--- src/rtl/csm_access_arbiter_if.sv ---
// Processor-facing bundle for the CSM access arbiter: the A and B command/response
// ports plus the shared lock-owner and busy status.
interface csm_access_arbiter_if #(
  parameter int ADDR_W = 2,
  parameter int DATA_W = 8
);
  logic              a_req;
  logic [1:0]        a_op;
  logic [ADDR_W-1:0] a_addr;
  logic [DATA_W-1:0] a_wdata;
  logic              a_done;
  logic              a_err;
  logic [DATA_W-1:0] a_rdata;

  logic              b_req;
  logic [1:0]        b_op;
  logic [ADDR_W-1:0] b_addr;
  logic [DATA_W-1:0] b_wdata;
  logic              b_done;
  logic              b_err;
  logic [DATA_W-1:0] b_rdata;

  logic [1:0]        owner;
  logic              busy;

  // Processors (or the bfm) issue commands and observe responses.
  modport master (
    output a_req, a_op, a_addr, a_wdata,
    input  a_done, a_err, a_rdata,
    output b_req, b_op, b_addr, b_wdata,
    input  b_done, b_err, b_rdata,
    input  owner, busy
  );

  // The arbiter accepts commands and drives responses.
  modport slave (
    input  a_req, a_op, a_addr, a_wdata,
    output a_done, a_err, a_rdata,
    input  b_req, b_op, b_addr, b_wdata,
    output b_done, b_err, b_rdata,
    output owner, busy
  );
endinterface

--- src/rtl/csm_access_arbiter.sv ---
// Two-requester arbiter/sequencer for the CSM shared register file. Owns the array,
// serialises A/B commands through IDLE -> ACCESS -> RESP and enforces the hold lock.
module csm_access_arbiter #(
  parameter int ADDR_W = 2,
  parameter int DATA_W = 8
) (
  input  logic                 clk,
  input  logic                 rst_n,
  csm_access_arbiter_if.slave  bus
);

  localparam int DEPTH = 1 << ADDR_W;

  typedef enum logic [1:0] {
    S_IDLE   = 2'b00,
    S_ACCESS = 2'b01,
    S_RESP   = 2'b10
  } state_t;

  typedef enum logic [1:0] {
    OP_READ    = 2'b00,
    OP_WRITE   = 2'b01,
    OP_HOLD    = 2'b10,
    OP_RELEASE = 2'b11
  } op_t;

  localparam logic [1:0] OWN_NONE = 2'b00;
  localparam logic [1:0] OWN_A    = 2'b01;
  localparam logic [1:0] OWN_B    = 2'b10;

  state_t            state, state_nxt;

  // Grant decision made in IDLE
  logic              grant_valid;
  logic              grant_b;
  logic              rr_flip;

  // Latched command
  logic              sel_b;
  op_t               op_q;
  logic [ADDR_W-1:0] addr_q;
  logic [DATA_W-1:0] wdata_q;

  // Persistent arbitration / lock state and registered response
  logic              rr_b;
  logic [1:0]        owner_q;
  logic [DATA_W-1:0] rdata_q;
  logic              err_q;

  // Execution results computed in ACCESS
  logic [1:0]        self_code;
  logic [1:0]        other_code;
  logic              foreign_lock;
  logic [1:0]        owner_nxt;
  logic              err_nxt;
  logic [DATA_W-1:0] rdata_nxt;
  logic              mem_we;

  logic [DATA_W-1:0] mem [DEPTH];

  // NOTE: sequential state uses non-blocking assignments so every register samples
  // pre-edge values regardless of process ordering.
  always_ff @(posedge clk or negedge rst_n) begin
    if (!rst_n) state <= S_IDLE;
    else        state <= state_nxt;
  end

  // NOTE: every always_comb output gets a default first, so no path can infer a latch.
  always_comb begin
    state_nxt   = state;
    grant_valid = 1'b0;
    grant_b     = 1'b0;
    rr_flip     = 1'b0;
    case (state)
      S_IDLE: begin
        grant_valid = bus.a_req | bus.b_req;
        if (bus.a_req && bus.b_req) begin
          // The lock owner beats round-robin; the pointer only moves on a true tie.
          if (owner_q == OWN_A)      grant_b = 1'b0;
          else if (owner_q == OWN_B) grant_b = 1'b1;
          else begin
            grant_b = rr_b;
            rr_flip = 1'b1;
          end
        end else begin
          grant_b = bus.b_req;
        end
        if (grant_valid) state_nxt = S_ACCESS;
      end
      S_ACCESS: state_nxt = S_RESP;
      S_RESP:   state_nxt = S_IDLE;
      default:  state_nxt = S_IDLE;
    endcase
  end

  assign self_code    = sel_b ? OWN_B : OWN_A;
  assign other_code   = sel_b ? OWN_A : OWN_B;
  assign foreign_lock = (owner_q == other_code);

  always_comb begin
    owner_nxt = owner_q;
    err_nxt   = 1'b0;
    rdata_nxt = '0;
    mem_we    = 1'b0;
    case (op_q)
      OP_READ: begin
        if (foreign_lock) err_nxt   = 1'b1;
        else              rdata_nxt = mem[addr_q];
      end
      OP_WRITE: begin
        if (foreign_lock) err_nxt = 1'b1;
        else              mem_we  = 1'b1;
      end
      OP_HOLD: begin
        // A repeat hold by the owner re-asserts the same owner: accepted, no effect.
        if (foreign_lock) err_nxt   = 1'b1;
        else              owner_nxt = self_code;
      end
      OP_RELEASE: begin
        if (owner_q == self_code) owner_nxt = OWN_NONE;
        else                      err_nxt   = 1'b1;
      end
      default: err_nxt = 1'b1;
    endcase
  end

  always_ff @(posedge clk or negedge rst_n) begin
    if (!rst_n) begin
      sel_b   <= 1'b0;
      op_q    <= OP_READ;
      addr_q  <= '0;
      wdata_q <= '0;
      rr_b    <= 1'b0;
      owner_q <= OWN_NONE;
      rdata_q <= '0;
      err_q   <= 1'b0;
    end else begin
      if (state == S_IDLE && grant_valid) begin
        sel_b   <= grant_b;
        op_q    <= op_t'(grant_b ? bus.b_op : bus.a_op);
        addr_q  <= grant_b ? bus.b_addr  : bus.a_addr;
        wdata_q <= grant_b ? bus.b_wdata : bus.a_wdata;
        if (rr_flip) rr_b <= ~rr_b;
      end
      if (state == S_ACCESS) begin
        owner_q <= owner_nxt;
        err_q   <= err_nxt;
        rdata_q <= rdata_nxt;
      end
    end
  end

  // NOTE: the array is cleared by reset because its contents are architecturally
  // visible after reset; this keeps it in flops rather than a RAM macro.
  always_ff @(posedge clk or negedge rst_n) begin
    if (!rst_n) begin
      for (int i = 0; i < DEPTH; i++) mem[i] <= '0;
    end else if (state == S_ACCESS && mem_we) begin
      mem[addr_q] <= wdata_q;
    end
  end

  // Response fields are forced to zero outside the single done cycle.
  assign bus.a_done  = (state == S_RESP) && !sel_b;
  assign bus.b_done  = (state == S_RESP) &&  sel_b;
  assign bus.a_err   = bus.a_done & err_q;
  assign bus.b_err   = bus.b_done & err_q;
  assign bus.a_rdata = bus.a_done ? rdata_q : '0;
  assign bus.b_rdata = bus.b_done ? rdata_q : '0;
  assign bus.owner   = owner_q;
  assign bus.busy    = (state != S_IDLE);

endmodule

--- src/flat_wrapper.sv ---
// flat-port wrapper written by rule: the top's interface ports become plain ports
module csm_access_arbiter_flat 
#(
  parameter int ADDR_W = 2,
  parameter int DATA_W = 8
)
  (clk, rst_n, bus_a_req, bus_a_op, bus_a_addr, bus_a_wdata, bus_a_done, bus_a_err, bus_a_rdata, bus_b_req, bus_b_op, bus_b_addr, bus_b_wdata, bus_b_done, bus_b_err, bus_b_rdata, bus_owner, bus_busy);
  csm_access_arbiter_if #(.ADDR_W(ADDR_W), .DATA_W(DATA_W)) bus_i ();
  input  logic clk;
  input  logic rst_n;
  input wire logic [$bits(bus_i.a_req)-1:0] bus_a_req;
  input wire logic [$bits(bus_i.a_op)-1:0] bus_a_op;
  input wire logic [$bits(bus_i.a_addr)-1:0] bus_a_addr;
  input wire logic [$bits(bus_i.a_wdata)-1:0] bus_a_wdata;
  output wire logic [$bits(bus_i.a_done)-1:0] bus_a_done;
  output wire logic [$bits(bus_i.a_err)-1:0] bus_a_err;
  output wire logic [$bits(bus_i.a_rdata)-1:0] bus_a_rdata;
  input wire logic [$bits(bus_i.b_req)-1:0] bus_b_req;
  input wire logic [$bits(bus_i.b_op)-1:0] bus_b_op;
  input wire logic [$bits(bus_i.b_addr)-1:0] bus_b_addr;
  input wire logic [$bits(bus_i.b_wdata)-1:0] bus_b_wdata;
  output wire logic [$bits(bus_i.b_done)-1:0] bus_b_done;
  output wire logic [$bits(bus_i.b_err)-1:0] bus_b_err;
  output wire logic [$bits(bus_i.b_rdata)-1:0] bus_b_rdata;
  output wire logic [$bits(bus_i.owner)-1:0] bus_owner;
  output wire logic [$bits(bus_i.busy)-1:0] bus_busy;
  assign bus_i.a_req = bus_a_req;
  assign bus_i.a_op = bus_a_op;
  assign bus_i.a_addr = bus_a_addr;
  assign bus_i.a_wdata = bus_a_wdata;
  assign bus_a_done = bus_i.a_done;
  assign bus_a_err = bus_i.a_err;
  assign bus_a_rdata = bus_i.a_rdata;
  assign bus_i.b_req = bus_b_req;
  assign bus_i.b_op = bus_b_op;
  assign bus_i.b_addr = bus_b_addr;
  assign bus_i.b_wdata = bus_b_wdata;
  assign bus_b_done = bus_i.b_done;
  assign bus_b_err = bus_i.b_err;
  assign bus_b_rdata = bus_i.b_rdata;
  assign bus_owner = bus_i.owner;
  assign bus_busy = bus_i.busy;
  csm_access_arbiter #(.ADDR_W(ADDR_W), .DATA_W(DATA_W)) u_core (.clk(clk), .rst_n(rst_n), .bus(bus_i));
endmodule
--- config.mk ---
export PLATFORM = sky130hd
export DESIGN_NAME = csm_access_arbiter_flat
export DESIGN_NICKNAME = d
export VERILOG_FILES = /design/src/rtl/csm_access_arbiter_if.sv /design/src/rtl/csm_access_arbiter.sv /design/src/flat_wrapper.sv
export SDC_FILE = /design/constraint.sdc
export NUM_CORES = 1
export LEC_CHECK = 0
export CAP_MARGIN = 20
export CORE_MARGIN = 5
export CORE_UTILIZATION = 30
export CTS_CLUSTER_DIAMETER = 30
export DETAILED_ROUTE_END_ITERATION = 8
export PLACE_DENSITY_LB_ADDON = 0.12
export SLEW_MARGIN = 20
export SYNTH_ARGS = -nofsm -noshare
export SYNTH_HDL_FRONTEND = slang
export SYNTH_SLANG_ARGS = --single-unit
export TNS_END_PERCENT = 30
--- constraint.sdc ---
create_clock -name clk -period 1.83 [get_ports clk]
set_input_delay 0.2745 -clock clk [delete_from_list [all_inputs] [get_ports clk]]
set_output_delay 0.2745 -clock clk [all_outputs]
set_load 0.05 [all_outputs]
After elaboration in Yosys (flattened, before gate mapping)
Index checks and enable logic that the tools add are counted.
Cells by class
  magnitude comparators: 2
  eq/ne operators: 12
  muxes and demuxes: 34
  bitwise operators: 5
  reduce and logical (&&, ||, !) cells: 14
Operators by type and width (number)
  two-way mux 8 bit: 8
  bitwise mux 32 bit: 1
  binary-select mux 8 bit (select 2 bit): 1
  demux 8 bit (select 2 bit): 1
  two-way mux 2 bit: 7
  two-way mux 1 bit: 13
  equality test 2 bit, second input constant: 4
  case mux 2 bit (2 select lines): 2
  equality test 2 x 1 -> 1 bit, second input constant: 3
  logical AND 1 bit: 6
  equality test 2 bit: 2
  zero test 2 bit: 2
  inequality test 2 x 1 -> 1 bit, second input constant: 2
  AND reduction 4 bit: 1
  nonzero test 2 bit: 2
  >= comparator 3 bit, second input constant: 1
  < comparator 3 x 1 -> 1 bit, second input constant: 1
  NOT 2 -> 3 bit: 1
  OR reduction 3 bit: 1
  bitwise AND 1 bit: 2
  inequality test 2 bit, second input constant: 1
  case mux 1 bit (2 select lines): 1
  AND reduction 2 bit: 1
  zero test 1 bit: 1
  2 further kinds: 2
Word-level totals
  flip-flop bits (word level): 59
  input bits: 28
  output and inout port bits: 23
  word-level logic and storage cells: 80

Depth between registers and ports, before layout
  depth after elaboration: 6
  mapped depth: 6
  depth with buffers taken out: 5

Worst setup path before layout
Ideal clock, no wire load.
  kind: reg-to-output
  start point: register u_core.sel_b
  end point: output bus_a_err
  arrival: 2.535 ns
  data required time: 1.556 ns
  slack: -0.980 ns
  cell stages (with the launch flop): 4
  path buffers: 1
  cells stage by stage: dfrtp_1 > buf_2 > nor3b_1 > and2_1
On the way
  cells in the longest elaborated chain, start to end: 3
Ends and longest elaborated chain
  start, declared: line csm_access_arbiter.sv:39  | logic sel_b;
  start signal, assigned: line csm_access_arbiter.sv:139  | sel_b <= grant_b;
  zero test 1 bit: line csm_access_arbiter.sv:164  | assign bus.a_done = (state == S_RESP) && !sel_b;
  logical AND 1 bit: line csm_access_arbiter.sv:164
  via bus_a_done: line flat_wrapper.sv:15  | output wire logic [$bits(bus_i.a_done)-1:0] bus_a_done;
  bitwise AND 1 bit: line csm_access_arbiter.sv:166  | assign bus.a_err = bus.a_done & err_q;
  end, declared: line flat_wrapper.sv:16  | output wire logic [$bits(bus_i.a_err)-1:0] bus_a_err;
The timed path passes the listed nets, and every way through them passes these cells.

Worst setup path after layout
  start point: register u_core.sel_b
  end point: output bus_a_rdata[5]
On the way
  cells in the longest elaborated chain, start to end: 3
Ends and longest elaborated chain
  zero test 1 bit: line csm_access_arbiter.sv:164
  logical AND 1 bit: line csm_access_arbiter.sv:164
  two-way mux 8 bit: line csm_access_arbiter.sv:168  | assign bus.a_rdata = bus.a_done ? rdata_q : '0;
  end, declared: line flat_wrapper.sv:17  | output wire logic [$bits(bus_i.a_rdata)-1:0] bus_a_rdata;
Every way passes these cells.

==> impl_metrics.toml <==
[clocking]
clock_latency_ns = 0.34
cts.htree.levels = 3
cts_buffers = 9
clock_tree.buffer_depth = 2
cts_tree = "built"
cts-root-buf = "sky130_fd_sc_hd__clkbuf_8"
path_clk_slew_ns = 0.07
cts_num_sinks = 59

[setup_path]
timing.reg2reg.worst_path_depth = 5
timing.critical_path.to_type = "output port"
critical-path-top-cell-by-count = "sky130_fd_sc_hd__buf_6"
crit_fanout = 10
path_class = "reg -> out"
timing.reg2reg.setup_slack_ns = 0.05
crit_path_cell_trace = "buf_6 -> nor3b_4 -> buf_6 -> and2_2 -> buf_12"
critical_path.slowest_cell = "sky130_fd_sc_hd__dfrtp_1"
crit_family = "buffers and inverters"
cp_data_arrival_time_ns = 1.52
critical_path_depth = 5
worstPathBufferInverterCount = 3
timing.critical_path.required_ns = 1.56
start_kind = "flop"
max_stage_delay_ns = 0.39

[synthesis]
synth_cell_types = 42
postSynthCellCount = 254
synth.ff_latch_count = 59
ys_dominant_reg_cell = "sky130_fd_sc_hd__dfrtp_1"
ys_seq_area_frac = 0.494
synth_cell_area_um2 = 2990
synth-edff-count = 0
synth.top_cell.area_share = 0.494
postSynthAreaPerCell_um2 = 11.8
synth_area_leader_cell = "sky130_fd_sc_hd__dfrtp_1"
synthArstFlopShare = 1.00
ys.warnings.count = 0
ys_top_cells_by_area = "sky130_fd_sc_hd__dfrtp_1, sky130_fd_sc_hd__mux2_2, sky130_fd_sc_hd__mux4_2"
postSynthNetCount = 284

[power]
power_per_unit_of_standard_cell_area_nw_per_um2 = 1550
total_power_w = 0.00679
static_leakage_power_nw = 2.04
power.ir.vdd_worst_mv = 0.500

[sta]
setup_viol_count_final = 0
final_min_period_over_clock_period = 0.979
hold_viol_final = 0
final-max-slew-violation-count = 0
totalNegativeSetupSlack_ns = 0
tightest_slew_ns = 0.541
min_period_ns = 1.79
timing.slew.headroom = 0.640
skew_ns = 0.00502
timing.fmax_ghz = 0.558
postLayoutSetupSlackWorst_ns = 0.0385
rsz0062_at_grt = "true"

[cells_and_area]
stdcell_count = 471
area_delta_synth_final_pct = 46.5
fin_area_um2 = 4380
layout.filler_cells = 928
layout-drive-gt1-share = 0.391
most_common_library_cell_in_the_layout_ignoring_fill_and_taps = "sky130_fd_sc_hd__dfrtp_1"
final_cell_mix = "sky130_fd_sc_hd__dfrtp_1, sky130_fd_sc_hd__inv_1, sky130_fd_sc_hd__clkdlybuf4s50_1, sky130_fd_sc_hd__buf_4, sky130_fd_sc_hd__mux2_2"
finalNetCount = 363
n_antenna_cell = 0

[floorplanning]
io_pins = 51
initial_core_util = 0.307
core-area_um2 = 9730
design.die.area_um2 = 12100
placement_rows = 36
chipHeight_um = 110
die_w_um = 110

[routing]
wire_per_inst_um = 14.2
routed_vias = 2181
route.final.wire_length_um = 6670
detail_route.first_pass.iterations = 4
number_of_vias_per_cell_after_detailed_routing = 4.63
route.detailed.drc = 0
drt_iter0_drc = 123
postRouteAntennaNets = 0

[global_routing]
number_of_global_route_vias_before_repair = 2149
gr-usage-all-layers = 0.121
globalRouteOverflowTotal = 0
grt_antenna_before_repair = 0
grt_max_degree = 40
first_pass_grt_wire_length_um = 11000

[placed_design]
gp_routability_congestion = 0.741
detailed_place.area_um2 = 4030
pre_cts_ws_ns = 0.00847
port_buffers = 50
detailedPlacementHpwl_um = 5000
placed_cells_incl_taps = 450

[job]
cap_violations = 0

[min_path]
worst_hold_path_type = "in -> async"

[run_status]
run_status = "finished, final reports clean"
==> layer usage <==
metal	vias to the layer above	GRT usage	share of wire
met4	0	0.0659	0.022
met5	-	0	0
li1	1049	-	-
met3	13	0.0211	0.046
met1	1069	0.157	0.45
met2	50	0.192	0.48
==> cell usage after synthesis (2+ instances only) <==
master                     instances
sky130_fd_sc_hd__mux2_2           24
sky130_fd_sc_hd__buf_6             2
sky130_fd_sc_hd__o21ai_0          11
sky130_fd_sc_hd__nand4_2           3
sky130_fd_sc_hd__o221a_2           2
sky130_fd_sc_hd__mux2i_1           2
sky130_fd_sc_hd__nor2b_1           6
sky130_fd_sc_hd__nand2b_1          2
sky130_fd_sc_hd__nor3b_1           6
sky130_fd_sc_hd__ha_1              2
sky130_fd_sc_hd__clkbuf_1          7
sky130_fd_sc_hd__dfrtp_1          59
sky130_fd_sc_hd__nor2_1            4
sky130_fd_sc_hd__a31oi_1           2
sky130_fd_sc_hd__mux4_2            8
sky130_fd_sc_hd__nand2_1          10
sky130_fd_sc_hd__a21oi_1           2
sky130_fd_sc_hd__and2_1           18
sky130_fd_sc_hd__a222oi_1         10
sky130_fd_sc_hd__inv_1            44
sky130_fd_sc_hd__buf_2             2
sky130_fd_sc_hd__mux2_4            8
==> worst register-to-register path: stages, from the launching register on <==
cell and delay, ns:
sky130_fd_sc_hd__dfrtp_2 0.47, sky130_fd_sc_hd__buf_4 0.16, sky130_fd_sc_hd__nand3b_1 0.29, sky130_fd_sc_hd__and4b_1 0.30, sky130_fd_sc_hd__buf_12 0.16, sky130_fd_sc_hd__mux2_4 0.29
==> final timing paths <==
kind	to	start
max	bus_a_rdata[5]	u_core.sel_b
min in group clk	u_core.wdata_q[6]	bus_b_wdata[6]
min reg2reg	u_core.rdata_q[6]	u_core.rdata_q[6]
max in group asynchronous	u_core.mem[4]	rst_n
min	u_core.wdata_q[7]	rst_n
max reg2reg	u_core.mem[4]	u_core.bus.owner[1]
==> where the power goes <==
group	total [W]	switching [W]	internal (W)
Combinational	0.00280	0.00128	0.00152
Clock	0.00164	0.000520	0.00112
Sequential	0.00236	0.000477	0.00188
==> cells by family (layout without fill, tap and decap cells) <==
group | after synthesis | after routing | synth area share
flip-flops | 59 | 59 | 0.494
AND/OR/NAND/NOR | 59 | 59 | 0.129
buffers and inverters | 55 | 139 | 0.0749
multiplexers | 42 | 42 | 0.198
AO/OA/AOI/OAI | 36 | 36 | 0.0938
adder cells (fa/ha/maj) | 2 | 2 | 0.00837
XOR/XNOR | 1 | 1 | 0.00293
==> flip-flops by register name (all words and copies together), names as in the netlist <==
name              flops
u_core.err_q          1
u_core.sel_b          1
u_core.rr_b           1
u_core.state          2
u_core.mem           32
u_core.rdata_q        8
u_core.wdata_q        8
u_core.bus.owner      2
u_core.addr_q         2
u_core.op_q           2
==> metrics by stage <==
step,utilization,hold slack (ns)
2_1_floorplan,-,-0.0211
3_3_place_gp,0.414,0.292
3_5_place_dp,0.414,0.285
4_1_cts,0.447,0.453
5_1_grt,0.450,0.482
6_report,0.450,0.453
==> layout make-up <==
| type | instances | area [um^2] | area share |
|---|---|---|---|
| sequential | 59 | 1480 | 0.338 |
| multi-input combinational | 140 | 1340 | 0.306 |
| timing repair buffer | 79 | 953 | 0.218 |
| tap | 133 | 166 | 0.0380 |
| inverter | 44 | 165 | 0.0377 |
| clock buffer | 12 | 155 | 0.0354 |
| clock inverter | 4 | 120 | 0.0274 |
==> repair_timing <==
item	4_1_cts	5_1_grt
buffers inserted	2	2
pin swaps	1	1
gates resized for setup	6	3
endpoints found under the setup margin	20	34
hold buffers	1	0
hold endpoints to repair	20	0
Note: power is estimated with default switching activity, not from simulation.
==> edit 1: new RTL, same flow settings <==
Register the output `bus.b_err`, without a reset; this adds one clock of latency there.
--- a/src/rtl/csm_access_arbiter.sv
+++ b/src/rtl/csm_access_arbiter.sv
@@ -164,7 +164,9 @@
   assign bus.a_done  = (state == S_RESP) && !sel_b;
   assign bus.b_done  = (state == S_RESP) &&  sel_b;
   assign bus.a_err   = bus.a_done & err_q;
-  assign bus.b_err   = bus.b_done & err_q;
+  always_ff @(posedge clk) begin
+    bus.b_err <= bus.b_done & err_q;
+  end
   assign bus.a_rdata = bus.a_done ? rdata_q : '0;
   assign bus.b_rdata = bus.b_done ? rdata_q : '0;
   assign bus.owner   = owner_q;
Formal check against the unedited RTL: not equivalent (a bounded check fails within 4 cycles, from zero or initial values and one cycle with rst_n low).
==> edit 1 against the original RTL <==
Final cell count is 0.21% higher. Setup slack hardly changed. Routed wire length is 4.2% higher. Final area is 1.0% lower. Sequential cell count is 1 higher. Maximum frequency hardly changed. Via count is 0.96% lower. Sequential share of layout area is 0.83 points higher. Power is 6.4% lower. Non-clock buffer count is 1 lower. Area after synthesis is 0.67% higher. Critical endpoint is now u_core.mem[28]. Largest cell class unchanged. Largest power group unchanged.
==> edit 1: results (changes against the original RTL) <==
[metrics] global routing met1 resource utilization: 0.163 (was 0.157)
[metrics] CP Max Fanout: 8 (was 10)
[metrics] weighted congestion reported at the end of routability-driven placement: 0.705 (was 0.741)
[metrics] vias in the first global route: 2,140 (was 2,149)
[metrics] detailed placer's ending HPWL: 4940 um (was 5000 um)
[metrics] VDD IR-drop max: 0.483 mV (was 0.500 mV)
[metrics] number of vias per cell after detailed routing: 4.58 (was 4.63)
[metrics] leakage power: 2.06 nW (was 2.04 nW)
[metrics] combined global-route utilization of all metal layers: 0.122 (was 0.121)
[metrics] status: completed (unchanged)
[metrics] area of placed instances: 4040 um2 (was 4030 um2)
[metrics] ranking of synthesized cells by area: sky130_fd_sc_hd__dfrtp_1 (49%), sky130_fd_sc_hd__mux2_2 (9.0%), sky130_fd_sc_hd__mux4_2 (6.0%) (unchanged)
[metrics] share of post-route cells with drive strength above 1: 0.392 (was 0.391)
[metrics] drt pass-1 iters: 5 (was 4)
[metrics] number of nets in the final layout: 364 (was 363)
[metrics] Critical Path Max Stage Delay: 0.43 ns (was 0.39 ns)
[metrics] period utilization: 0.979 (about the same)
[metrics] crit path capture: u_core.mem[28] (was bus_a_rdata[5])
[metrics] pre-CTS setup slack: 0.0299 ns (was 0.00847 ns)
[metrics] WP data arrival: 2.01 ns (was 1.52 ns)
[metrics] Worst-Margin Slew: 0.493 ns (was 0.541 ns)
[metrics] setup skew after layout: 0.0125 ns (was 0.00502 ns)
[metrics] number of cell instances on the worst register-to-register path: 6 (was 5)
[metrics] asr flop ratio synth: 0.983 (was 1.00)
[metrics] GR met3 Demand/Resource: 0.0256 (was 0.0211)
[metrics] pin count of the biggest net entering global routing: 46 (was 40)
[metrics] Syn Area/Cell: 11.8 um2 (about the same)
[metrics] design internal power: 4.04 mW (was 4.51 mW)
[metrics] Top Family by Delay on Critical Path: simple AND/OR/NAND/NOR gates (was buffers and inverters)
[metrics] Post-Layout Cell Count: 472 (was 471)
[metrics] number of DRC violations after detailed-routing iteration 0: 93 (was 123)
[metrics] Net Count, Synth: 285 (was 284)
[metrics] footprint of the multi-input gates: 1340 um2 (about the same)
[metrics] Inst Count DP: 448 (was 450)
edit 1: cell count changes after synthesis, sizes merged:
cell   before  now
dfxtp       0    1
edit 1: how the worst min path moves through the flow:
stage,endpoint,slack (ns),cells after the start
3_5_place_dp,u_core.wdata_q[7],0.23,1
4_1_cts,u_core.rr_b,0.40,2
5_1_grt,u_core.rr_b,0.43,2
3_3_place_gp,u_core.wdata_q[7],0.23,1
6_report,u_core.rr_b,0.39,2
2_1_floorplan,u_core.addr_q[0],-0.02,0
edit 1: kinds of logic after synthesis:
group,Yosys count,share of synthesized area
compound gates,36,0.0931
fa+ha+maj,2,0.00831
flops,60,0.497
mux,42,0.196
buf+inv,55,0.0744
simple gates,59,0.128
xor+xnor,1,0.00291
edit 1: layout make-up:
type	count	share of cell area
clock inverter	7	0.0176
tap	133	0.0384
sequential	60	0.346
clock buffer	9	0.0286
multi-input combinational	141	0.309
inverter	44	0.0381
timing repair buffer	78	0.223
edit 1: worst register-to-register path: stages (launching register included):
cell and delay (ns):
sky130_fd_sc_hd__dfrtp_2 0.43, sky130_fd_sc_hd__buf_4 0.13, sky130_fd_sc_hd__or3b_1 0.36, sky130_fd_sc_hd__buf_4 0.17, sky130_fd_sc_hd__nand4_2 0.10, sky130_fd_sc_hd__buf_12 0.14, sky130_fd_sc_hd__mux2_2 0.33
edit 1: metal layers:
metal,up-vias,part of all wire
met4,0,0.011
li1,1057,-
met3,4,0.044
met1,1051,0.47
met5,-,0
met2,48,0.47
edit 1: power groups by stage:
stage / registers, mW / clock network (mW) / logic [mW]
6_report: 2.38 / 1.20 / 2.78
5_1_grt: 2.49 / 1.30 / 3.04
4_1_cts: 2.38 / 1.24 / 2.72
3_5_place_dp: 2.39 / 0 / 2.67
3_3_place_gp: 2.39 / 0 / 2.65
2_1_floorplan: 2.31 / 0 / 1.75
==> edit 2: new RTL, config.mk and constraints unchanged <==
Without the edit above. `DATA_W` is set to 8 in 3 places; all go to 12.
--- a/src/rtl/csm_access_arbiter_if.sv
+++ b/src/rtl/csm_access_arbiter_if.sv
@@ -2,7 +2,7 @@
 // ports plus the shared lock-owner and busy status.
 interface csm_access_arbiter_if #(
   parameter int ADDR_W = 2,
-  parameter int DATA_W = 8
+  parameter int DATA_W = 12
 );
   logic              a_req;
   logic [1:0]        a_op;
--- a/src/rtl/csm_access_arbiter.sv
+++ b/src/rtl/csm_access_arbiter.sv
@@ -2,7 +2,7 @@
 // serialises A/B commands through IDLE -> ACCESS -> RESP and enforces the hold lock.
 module csm_access_arbiter #(
   parameter int ADDR_W = 2,
-  parameter int DATA_W = 8
+  parameter int DATA_W = 12
 ) (
   input  logic                 clk,
   input  logic                 rst_n,
--- a/src/flat_wrapper.sv
+++ b/src/flat_wrapper.sv
@@ -2,7 +2,7 @@
 module csm_access_arbiter_flat 
 #(
   parameter int ADDR_W = 2,
-  parameter int DATA_W = 8
+  parameter int DATA_W = 12
 )
   (clk, rst_n, bus_a_req, bus_a_op, bus_a_addr, bus_a_wdata, bus_a_done, bus_a_err, bus_a_rdata, bus_b_req, bus_b_op, bus_b_addr, bus_b_wdata, bus_b_done, bus_b_err, bus_b_rdata, bus_owner, bus_busy);
   csm_access_arbiter_if #(.ADDR_W(ADDR_W), .DATA_W(DATA_W)) bus_i ();
Interface: changed (resized bus_a_rdata, bus_a_wdata, bus_b_rdata and bus_b_wdata); port bits go from 51 to 67. No check against the original RTL was run, so the function may have changed too.
==> edit 2 against the original RTL <==
Power is 23% higher. Sequential cell count grew 24. Global-route usage grew 0.14 points. Routed wire length rose by 37%. Final area up 31%. Area after synthesis is 34% higher. Critical path depth grew 1. Die area up 31%. Setup slack got worse by 0.0087 ns.
==> edit 2: results (changes against the original RTL) <==
[metrics] number of nets in the final layout: 465 (was 363)
[metrics] sum of routed wire length over all layers: 9160 um (was 6670 um)
[metrics] fraction of the yosys area taken by sequential cells: 0.518 (was 0.494)
[metrics] routed wire length on met3: 375 um (was 309 um)
[metrics] leakage power: 2.69 nW (was 2.04 nW)
[metrics] status: completed (unchanged)
[metrics] detailed placer's ending HPWL: 6650 um (was 5000 um)
[metrics] clock root buffer master: sky130_fd_sc_hd__clkbuf_16 (was sky130_fd_sc_hd__clkbuf_8)
[metrics] routed via count: 2,764 (was 2,181)
[metrics] setup skew after layout: 0.00653 ns (was 0.00502 ns)
[metrics] area of placed instances: 5360 um2 (was 4030 um2)
[metrics] fill cell count: 1,258 (was 928)
[metrics] global routing met1 resource utilization: 0.155 (was 0.157)
[metrics] VDD IR-drop max: 0.501 mV (was 0.500 mV)
[metrics] largest registers ranked by flip-flop count: u_core.mem: 48 flops, u_core.rdata_q: 12 flops, u_core.wdata_q: 12 flops (was u_core.mem: 32 flops, u_core.rdata_q: 8 flops, u_core.wdata_q: 8 flops)
[metrics] share of total power in combinational logic: 0.414 (was 0.412)
[metrics] drt pass-1 iters: 6 (was 4)
[metrics] Port Buf Inserts: 66 (was 50)
[metrics] ranking of synthesized cells by area: sky130_fd_sc_hd__dfrtp_1 (52%), sky130_fd_sc_hd__mux2_2 (11%), sky130_fd_sc_hd__mux4_2 (6.7%) (was sky130_fd_sc_hd__dfrtp_1 (49%), sky130_fd_sc_hd__mux2_2 (9.0%), sky130_fd_sc_hd__mux4_2 (6.0%))
[metrics] Critical R2R Launch: u_core.sel_b (was u_core.bus.owner[1])
[metrics] top post-synthesis cells by count: sky130_fd_sc_hd__dfrtp_1 (83), sky130_fd_sc_hd__inv_1 (66), sky130_fd_sc_hd__mux2_2 (38) (was sky130_fd_sc_hd__dfrtp_1 (59), sky130_fd_sc_hd__inv_1 (44), sky130_fd_sc_hd__mux2_2 (24))
[metrics] pre-CTS setup slack: 0.0924 ns (was 0.00847 ns)
[metrics] endpoint of the most critical register-to-register path: u_core.mem[6] (was u_core.mem[4])
[metrics] metal1 wirelength: 4180 um (was 2990 um)
[metrics] WL met2: 4430 um (was 3220 um)
[metrics] wire length of the first global-routing pass: 15,400 um (was 11,000 um)
[metrics] number of DRC violations after detailed-routing iteration 0: 139 (was 123)
[metrics] design internal power: 5.48 mW (was 4.51 mW)
[metrics] worst min-delay path category: input port to register (was input port to asynchronous set/reset pin)
[metrics] net switching power figure: 2.90 mW (was 2.28 mW)
[metrics] combined global-route utilization of all metal layers: 0.123 (was 0.121)
[metrics] met2 global-route usage: 0.201 (was 0.192)
[edit 2: cell type report]
cell class | count | share of cell area
inverter | 66 | 0.0432
clock buffer | 13 | 0.0437
clock inverter | 3 | 0.00415
tap | 176 | 0.0384
timing repair buffer | 98 | 0.221
sequential | 83 | 0.363
multi-input combinational | 169 | 0.287
[edit 2: through the flow]
stage / TNS, ns / cells
global placement: 0 / 586
finish: 0 / 608
global route: -1.56 / 608
CTS: -0.329 / 605
detailed placement: 0 / 586
floorplan: -1.37 / 336
[edit 2: critical path, delay by kind of cell, from the launching register on]
kind	cells	cell delay, ns
buffers and inverters	3	0.44
DFF	1	0.43
muxes	1	0.33
and+or+nand+nor	2	0.49
[edit 2: kinds of logic after synthesis]
group,share of synthesized area
DFF,0.518
muxes,0.212
adders and majority gates,0.00624
buffers and inverters,0.0861
xor gates and xnor gates,0.00219
AOI/OAI and AO/OA,0.0796
and+or+nand+nor,0.0961
